**src/rtl/core_pipe_exec_mdu_issue.sv**
```systemverilog
`default_nettype none
// ============================================================================
// Module  : core_pipe_exec_mdu_issue
// Brief   : Issue controller for the iterative MDU with watchdog, pipeline
//           flush and optional last-result cache (MDU_ISSUE_RESULT_CACHE_EN).
// Revision: 1.0 - initial release
// ============================================================================
module core_pipe_exec_mdu_issue #(
  parameter int XLEN           = 64,
  parameter int TIMEOUT_CYCLES = 96
) (
  input  logic            g_clk,
  input  logic            g_resetn,
  output logic            g_clk_req,
  input  logic            flush,
  input  logic            req_valid,
  output logic            req_ready,
  input  logic [9:0]      req_op,
  input  logic            req_word,
  input  logic [XLEN-1:0] req_rs1,
  input  logic [XLEN-1:0] req_rs2,
  input  logic [4:0]      req_tag,
  output logic            rsp_valid,
  input  logic            rsp_ready,
  output logic [XLEN-1:0] rsp_data,
  output logic [4:0]      rsp_tag,
  output logic            rsp_err,
  output logic            mdu_valid,
  output logic [9:0]      mdu_op,
  output logic            mdu_word,
  output logic [XLEN-1:0] mdu_rs1,
  output logic [XLEN-1:0] mdu_rs2,
  output logic            mdu_flush,
  input  logic            mdu_ready,
  input  logic [XLEN-1:0] mdu_rd,
  output logic            err_timeout
);

  localparam logic [1:0] S_IDLE  = 2'd0;
  localparam logic [1:0] S_ISSUE = 2'd1;
  localparam logic [1:0] S_RESP  = 2'd2;

  localparam int               WDOG_W      = (TIMEOUT_CYCLES > 2) ? $clog2(TIMEOUT_CYCLES) : 1;
  localparam logic [WDOG_W-1:0] C_WDOG_LAST = WDOG_W'(TIMEOUT_CYCLES - 1);

  logic [1:0]        state_q, state_d;
  logic [WDOG_W-1:0] wdog_q, wdog_d;
  logic [9:0]        op_q, op_d;
  logic              word_q, word_d;
  logic [XLEN-1:0]   rs1_q, rs1_d, rs2_q, rs2_d;
  logic [4:0]        tag_q, tag_d;
  logic [XLEN-1:0]   data_q, data_d;
  logic              err_q, err_d;
  logic              tmo_q, tmo_d;

  logic w_onehot;
  logic w_issue;
  logic w_timeout;
  logic w_hit;

  assign w_onehot  = (req_op != 10'd0) && ((req_op & (req_op - 10'd1)) == 10'd0);
  assign w_issue   = (state_q == S_ISSUE);
  assign w_timeout = w_issue && !mdu_ready && (wdog_q == C_WDOG_LAST);

`ifdef MDU_ISSUE_RESULT_CACHE_EN
  logic            cvld_q, cvld_d;
  logic [9:0]      cop_q, cop_d;
  logic            cword_q, cword_d;
  logic [XLEN-1:0] crs1_q, crs1_d, crs2_q, crs2_d, cres_q, cres_d;

  assign w_hit = cvld_q && (req_op == cop_q) && (req_word == cword_q) &&
                 (req_rs1 == crs1_q) && (req_rs2 == crs2_q);
`else
  assign w_hit = 1'b0;
`endif

  always_comb begin
    state_d = state_q;
    wdog_d  = wdog_q;
    op_d    = op_q;
    word_d  = word_q;
    rs1_d   = rs1_q;
    rs2_d   = rs2_q;
    tag_d   = tag_q;
    data_d  = data_q;
    err_d   = err_q;
    tmo_d   = tmo_q;
`ifdef MDU_ISSUE_RESULT_CACHE_EN
    cvld_d  = cvld_q;
    cop_d   = cop_q;
    cword_d = cword_q;
    crs1_d  = crs1_q;
    crs2_d  = crs2_q;
    cres_d  = cres_q;
`endif
    // flush outranks every other event, including a same-cycle completion
    if (flush) begin
      state_d = S_IDLE;
    end else begin
      case (state_q)
        S_IDLE: begin
          if (req_valid) begin
            op_d   = req_op;
            word_d = req_word;
            rs1_d  = req_rs1;
            rs2_d  = req_rs2;
            tag_d  = req_tag;
            wdog_d = '0;
            if (!w_onehot) begin
              state_d = S_RESP;
              err_d   = 1'b1;
              data_d  = '0;
            end else if (w_hit) begin
              state_d = S_RESP;
              err_d   = 1'b0;
`ifdef MDU_ISSUE_RESULT_CACHE_EN
              data_d  = cres_q;
`endif
            end else begin
              state_d = S_ISSUE;
            end
          end
        end
        S_ISSUE: begin
          wdog_d = wdog_q + WDOG_W'(1);
          if (mdu_ready) begin
            state_d = S_RESP;
            data_d  = mdu_rd;
            err_d   = 1'b0;
`ifdef MDU_ISSUE_RESULT_CACHE_EN
            cvld_d  = 1'b1;
            cop_d   = op_q;
            cword_d = word_q;
            crs1_d  = rs1_q;
            crs2_d  = rs2_q;
            cres_d  = mdu_rd;
`endif
          end else if (w_timeout) begin
            state_d = S_RESP;
            data_d  = '0;
            err_d   = 1'b1;
            tmo_d   = 1'b1;
`ifdef MDU_ISSUE_RESULT_CACHE_EN
            cvld_d  = 1'b0;
`endif
          end
        end
        S_RESP: begin
          if (rsp_ready) begin
            state_d = S_IDLE;
          end
        end
        default: state_d = S_IDLE;
      endcase
    end
  end

  always_ff @(posedge g_clk) begin
    if (!g_resetn) begin
      state_q <= S_IDLE;
      wdog_q  <= '0;
      op_q    <= '0;
      word_q  <= 1'b0;
      rs1_q   <= '0;
      rs2_q   <= '0;
      tag_q   <= '0;
      data_q  <= '0;
      err_q   <= 1'b0;
      tmo_q   <= 1'b0;
    end else begin
      state_q <= state_d;
      wdog_q  <= wdog_d;
      op_q    <= op_d;
      word_q  <= word_d;
      rs1_q   <= rs1_d;
      rs2_q   <= rs2_d;
      tag_q   <= tag_d;
      data_q  <= data_d;
      err_q   <= err_d;
      tmo_q   <= tmo_d;
    end
  end

`ifdef MDU_ISSUE_RESULT_CACHE_EN
  always_ff @(posedge g_clk) begin
    if (!g_resetn) begin
      cvld_q  <= 1'b0;
      cop_q   <= '0;
      cword_q <= 1'b0;
      crs1_q  <= '0;
      crs2_q  <= '0;
      cres_q  <= '0;
    end else begin
      cvld_q  <= cvld_d;
      cop_q   <= cop_d;
      cword_q <= cword_d;
      crs1_q  <= crs1_d;
      crs2_q  <= crs2_d;
      cres_q  <= cres_d;
    end
  end
`endif

  assign req_ready   = (state_q == S_IDLE) && !flush;
  assign g_clk_req   = (state_q != S_IDLE) || req_valid || flush;
  assign mdu_valid   = w_issue;
  assign mdu_flush   = flush || (w_issue && mdu_ready) || w_timeout;
  assign mdu_op      = op_q;
  assign mdu_word    = word_q;
  assign mdu_rs1     = rs1_q;
  assign mdu_rs2     = rs2_q;
  assign rsp_valid   = (state_q == S_RESP);
  assign rsp_data    = data_q;
  assign rsp_tag     = tag_q;
  assign rsp_err     = err_q;
  assign err_timeout = tmo_q;

endmodule
`default_nettype wire

```
**config.mk**
```make
export PLATFORM = sky130hd
export DESIGN_NAME = core_pipe_exec_mdu_issue
export DESIGN_NICKNAME = d
export VERILOG_FILES = /design/src/rtl/core_pipe_exec_mdu_issue.sv
export SDC_FILE = /design/constraint.sdc
export NUM_CORES = 1
export LEC_CHECK = 0
export BUFFER_PORTS_ARGS = -buffer_cell sky130_fd_sc_hd__buf_2
export CAP_MARGIN = 20
export CORE_AREA = 4 4 162 164
export CTS_CLUSTER_SIZE = 8
export DETAILED_ROUTE_END_ITERATION = 8
export DIE_AREA = 0 0 166 168
export GPL_TIMING_DRIVEN = 0
export PLACE_DENSITY = 0.6
export SETUP_SLACK_MARGIN = 0.05
export SYNTH_ARGS = -nofsm -noshare
export SYNTH_HDL_FRONTEND = slang
export SYNTH_SLANG_ARGS = --single-unit
```
**constraint.sdc**
```tcl
create_clock -name g_clk -period 2.5 [get_ports g_clk]
set_clock_uncertainty 0.2 [all_clocks]
set_input_delay 0.125 -clock g_clk [delete_from_list [all_inputs] [get_ports g_clk]]
set_output_delay 0.125 -clock g_clk [all_outputs]
set_load 0.05 [all_outputs]
```
==> summary.md <==
The wire length of the first global-routing pass was 50.4 mm; the post-synthesis cell type count was 37. Measured in cells, the most critical reg-to-reg path has a length of 7. The synthesis-to-finish area growth came out at 66.3%. The count of routing violations after the opening detailed-route iteration came out at 341. Hold violation count in the final report: 0.

The number of warnings issued by yosys was 0. The sequential cell area fraction in the yosys report came out at 52.0%. For the die outline area, the log shows 27,900 sq um.

The max-capacitance violation count was 0. The initial antenna violation count is 0. The family with the most delay on the worst path is simple AND/OR/NAND/NOR gates. The number of flops mapped to enable cells by yosys is 0, and the starting density of the core is 33.8%. The tools report the arrival time at the worst endpoint as 2640 ps. For the number of I/O pins, the log shows 429. The worst hold path was traced through 5 stages. The first TritonRoute pass finished after 4 iterations.

The longest clock path from root to sink contains 3 buffers. The root cell of the clock tree was sky130_fd_sc_hd__clkbuf_16. After clock tree synthesis, the clock-pin slew on the worst setup and hold paths is 50 ps.

After the flow finishes, the layout carries non-filler instances totaling 1,990. For this design, the sink count on the clock tree is 219. Sorting the synthesized cells by area gives the leading types as sky130_fd_sc_hd__dfxtp_1, sky130_fd_sc_hd__nand2_1, sky130_fd_sc_hd__a21boi_0. For the final count of pins violating max slew, the log shows 0. The number of nets with antenna violations after detailed routing was 0; the area of the core was 24,900 sq um. Global routing used 21.7% of the available tracks. The largest driver fanout on the critical path came out at 10.

Walking the worst path, the cells encountered are dlygate4sd3_1, buf_2, or4_4, or4_4, a31oi_4, o21ai_2, buf_6, buf_6, mux2i_4. Utilization of the core after routing: 56.3%. Setup repair after global routing could not meet its margin everywhere. Worst-path cell with the longest stage delay: sky130_fd_sc_hd__dlygate4sd3_1. The multi-input combinational cells in the finished layout cover a total of 3780 sq um.

In the synthesized netlist the dominant register cell turns out to be sky130_fd_sc_hd__dfxtp_1. Number of cells on the critical path: 9. The areal power density over the cells is 625 nW/um^2. Synthesis inferred 219 register bits. The post-route minimum period came out at 2420 ps. Sorting the synthesized cells by how often they occur yields sky130_fd_sc_hd__nand2_1, sky130_fd_sc_hd__dfxtp_1, sky130_fd_sc_hd__a21boi_0. The flow ran to the end, and the final reports show no timing, DRC or antenna violations. The tools report the level count of the clock H-tree as 1. A synthesized cell averages 8.55 sq um.

VDD sags by at most 538 uV. The tools report the total clock buffers created by CTS as 31. In the finished design, the share of the clock period the worst path needs comes to 96.8%. After detailed routing, the number of remaining DRC violations is 0. Together, buffers and inverters on the worst path number 4. The largest total area in the synthesized netlist belongs to sky130_fd_sc_hd__dfxtp_1. The tools report the post-synthesis net count as 1,200.

Registers take 4380 sq um. Launching point of the worst reg2reg path: state_q[1]$_SDFFE_PP0P_. At the worst endpoint, the required time is 2720 ps.

The routed wire length was 31.7 mm; the count of vias placed by the detailed router was 9,093. At the end of routability-driven placement, the weighted congestion stood at 0.856. Measured along the x axis, the die boundary spans 166 um. The relative max-transition margin was 50.7%; the cell total after placement was 1,742. The type of element launching the critical path is a primary input. The class of the most critical hold timing path is in2reg. Dividing the detail-routed wire length by the instance count gives 15.9 um.

The run gives 8420 sq um as the post-synthesis instance area. Before CTS, the worst setup slack after placement is -529 ps. For this run, asynchronously set or reset flops after synthesis account for 0%. The most instantiated library cell after synthesis is sky130_fd_sc_hd__nand2_1. Static timing analysis puts the maximum clock frequency at 413 MHz. The synthesized instance count was 985.

Across all register-to-register paths, the minimum setup slack is 260 ps. For the placement row count, the log shows 58. For this run, the slowest stage of the critical path takes 540 ps.

The slew at the pin closest to its max-slew limit came out at 740 ps. The tools report the number of global-route vias before repair as 9,524. The type of destination of the critical path is a register. The worst setup slack after layout came out at 79.7 ps.

After legalization and detailed placement, the total HPWL measured 22.0 mm. The critical hold path startpoint is req_valid. The endpoint identified for the worst register-to-register timing path is mdu_rs2[57]$_SDFFE_PN0P_. The floorplan die height was 168 um. For this design the static power due to leakage is 0.00654 uW.

After synthesis, the largest area contributor takes up 52.0% of total cell area. After layout, the design draws a total of 8750 uW. The share of final-layout standard cells stronger than drive strength 1 was 29.9%. Tracing the worst setup path back leads to its startpoint at req_op[3]. Setup violations remaining at the end of the flow were counted as 0. The total of buffers placed on input and output ports is 427.

For the clock latency at the later pin of the worst-skew pair, the log shows 540 ps. The path with the worst hold slack has its endpoint at wdog_q[1]$_SDFFE_PN0P_. Entering global routing, the biggest net connects 15 pins. For this run, the post-layout net count is 1,874. The total overflow left after global routing is 0. The worst setup path category is in2reg. Fill cells in the final layout number 2,239. Using the TritonRoute via totals, the vias-per-cell ratio works out to 4.57.

TritonCTS built the clock tree.
-- report_power, final --
| group | total, uW | switching [uW] | internal [uW] | leakage [uW] |
|---|---|---|---|---|
| combinational | 1400 | 836 | 566 | 0.00436 |
| sequential | 3660 | 54.6 | 3610 | 0.00178 |
| clock | 3690 | 1440 | 2250 | 0.000397 |
| total | 8750 | 2330 | 6430 | 0.00654 |
-- logic make-up after synthesis --
logic type | synth area share (%)
and+or+nand+nor | 21.6
DFF | 52.0
AOI/OAI and AO/OA | 14.1
buffers and inverters | 3.80
muxes | 7.60
xor gates and xnor gates | 0.520
adders and majority gates | 0.386
-- metal layers --
metal  part of all wire, %  vias to the layer above  GRT usage [%]
met5                     0                        -              0
met2                    48                      346           38.0
met3                   6.7                      114           5.40
met1                    40                     4105           25.0
li1                      -                     4528              -
met4                   5.6                        0           10.3
-- flip-flops by register name, indices dropped and copies added (netlist names) --
signal and count:
mdu_rs1 64, mdu_op 10, rsp_tag 5, wdog_q 7, err_timeout 1, rsp_data 64
rsp_err 1, state_q 2, mdu_rs2 64, mdu_word 1
-- cell type report --
type,count,area share (%)
Antenna cell,1,0.0179
Buffer,68,2.31
Clock buffer,32,5.56
Clock inverter,1,0.214
Inverter,3,0.0804
Multi-Input combinational cell,693,26.9
Sequential cell,219,31.3
Tap cell,330,2.95
Timing Repair Buffer,643,30.6
-- cells in the final DEF, fill, tap and decap left out, types with 2 or more instances in the layout --
| master | count |
|---|---|
| sky130_fd_sc_hd__nor3_1 | 2 |
| sky130_fd_sc_hd__mux2i_1 | 63 |
| sky130_fd_sc_hd__or4_4 | 2 |
| sky130_fd_sc_hd__dfxtp_1 | 219 |
| sky130_fd_sc_hd__nand2b_1 | 5 |
| sky130_fd_sc_hd__buf_2 | 434 |
| sky130_fd_sc_hd__buf_6 | 6 |
| sky130_fd_sc_hd__inv_1 | 3 |
| sky130_fd_sc_hd__nand3_1 | 2 |
| sky130_fd_sc_hd__dlygate4sd3_1 | 213 |
| sky130_fd_sc_hd__clkbuf_2 | 9 |
| sky130_fd_sc_hd__nor2b_1 | 3 |
| sky130_fd_sc_hd__buf_4 | 3 |
| sky130_fd_sc_hd__clkbuf_16 | 31 |
| sky130_fd_sc_hd__nand4b_1 | 2 |
| sky130_fd_sc_hd__a21boi_1 | 10 |
| sky130_fd_sc_hd__maj3_1 | 2 |
| sky130_fd_sc_hd__a21boi_0 | 135 |
| sky130_fd_sc_hd__nand4_1 | 4 |
| sky130_fd_sc_hd__o21ai_0 | 2 |
| sky130_fd_sc_hd__nor2_1 | 10 |
| sky130_fd_sc_hd__clkbuf_1 | 46 |
| sky130_fd_sc_hd__xor2_1 | 5 |
| sky130_fd_sc_hd__nand2_1 | 421 |
| sky130_fd_sc_hd__or3_1 | 2 |
| sky130_fd_sc_hd__a21oi_1 | 3 |
-- worst min-delay path, delay by kind of cell --
| family | cells | cell delay [ps] |
|---|---|---|
| and+or+nand+nor | 3 | 400 |
| buffers and inverters | 1 | 140 |
| AOI/OAI and AO/OA | 1 | 70 |
-- how the worst max path moves through the flow --
stage / end / slack, ps
after global placement: mdu_rs1[15]$_SDFFE_PN0P_ / -570
final: rsp_data[36]$_SDFFE_PN0P_ / 80
after detailed placement: mdu_rs1[15]$_SDFFE_PN0P_ / -530
after CTS: rsp_data[27]$_SDFFE_PN0P_ / 50
after global routing: mdu_rs2[57]$_SDFFE_PN0P_ / 8
after floorplan: mdu_rs1[0]$_SDFFE_PN0P_ / 100
-- timing repair --
action | CTS | global route
buffers inserted | 0 | 3
pin swaps | 0 | 1
endpoints found under the hold margin | 219 | 0
hold buffers | 213 | 0
gates resized for setup | 11 | 23
endpoints found under the setup margin | 86 | 101
-- per-stage QoR --
| stage | hold slack, ps | cell area (sq um) | TNS [ps] |
|---|---|---|---|
| final | 62.4 | 14000 | 0 |
| after floorplan | 0.844 | 8440 | 0 |
| after global placement | 169 | 11000 | -26880 |
| after global routing | 65.8 | 14000 | 0 |
| after detailed placement | 174 | 11000 | -24450 |
| after CTS | 21.3 | 13900 | 0 |
No activity file was read; power rests on OpenSTA's default activity.
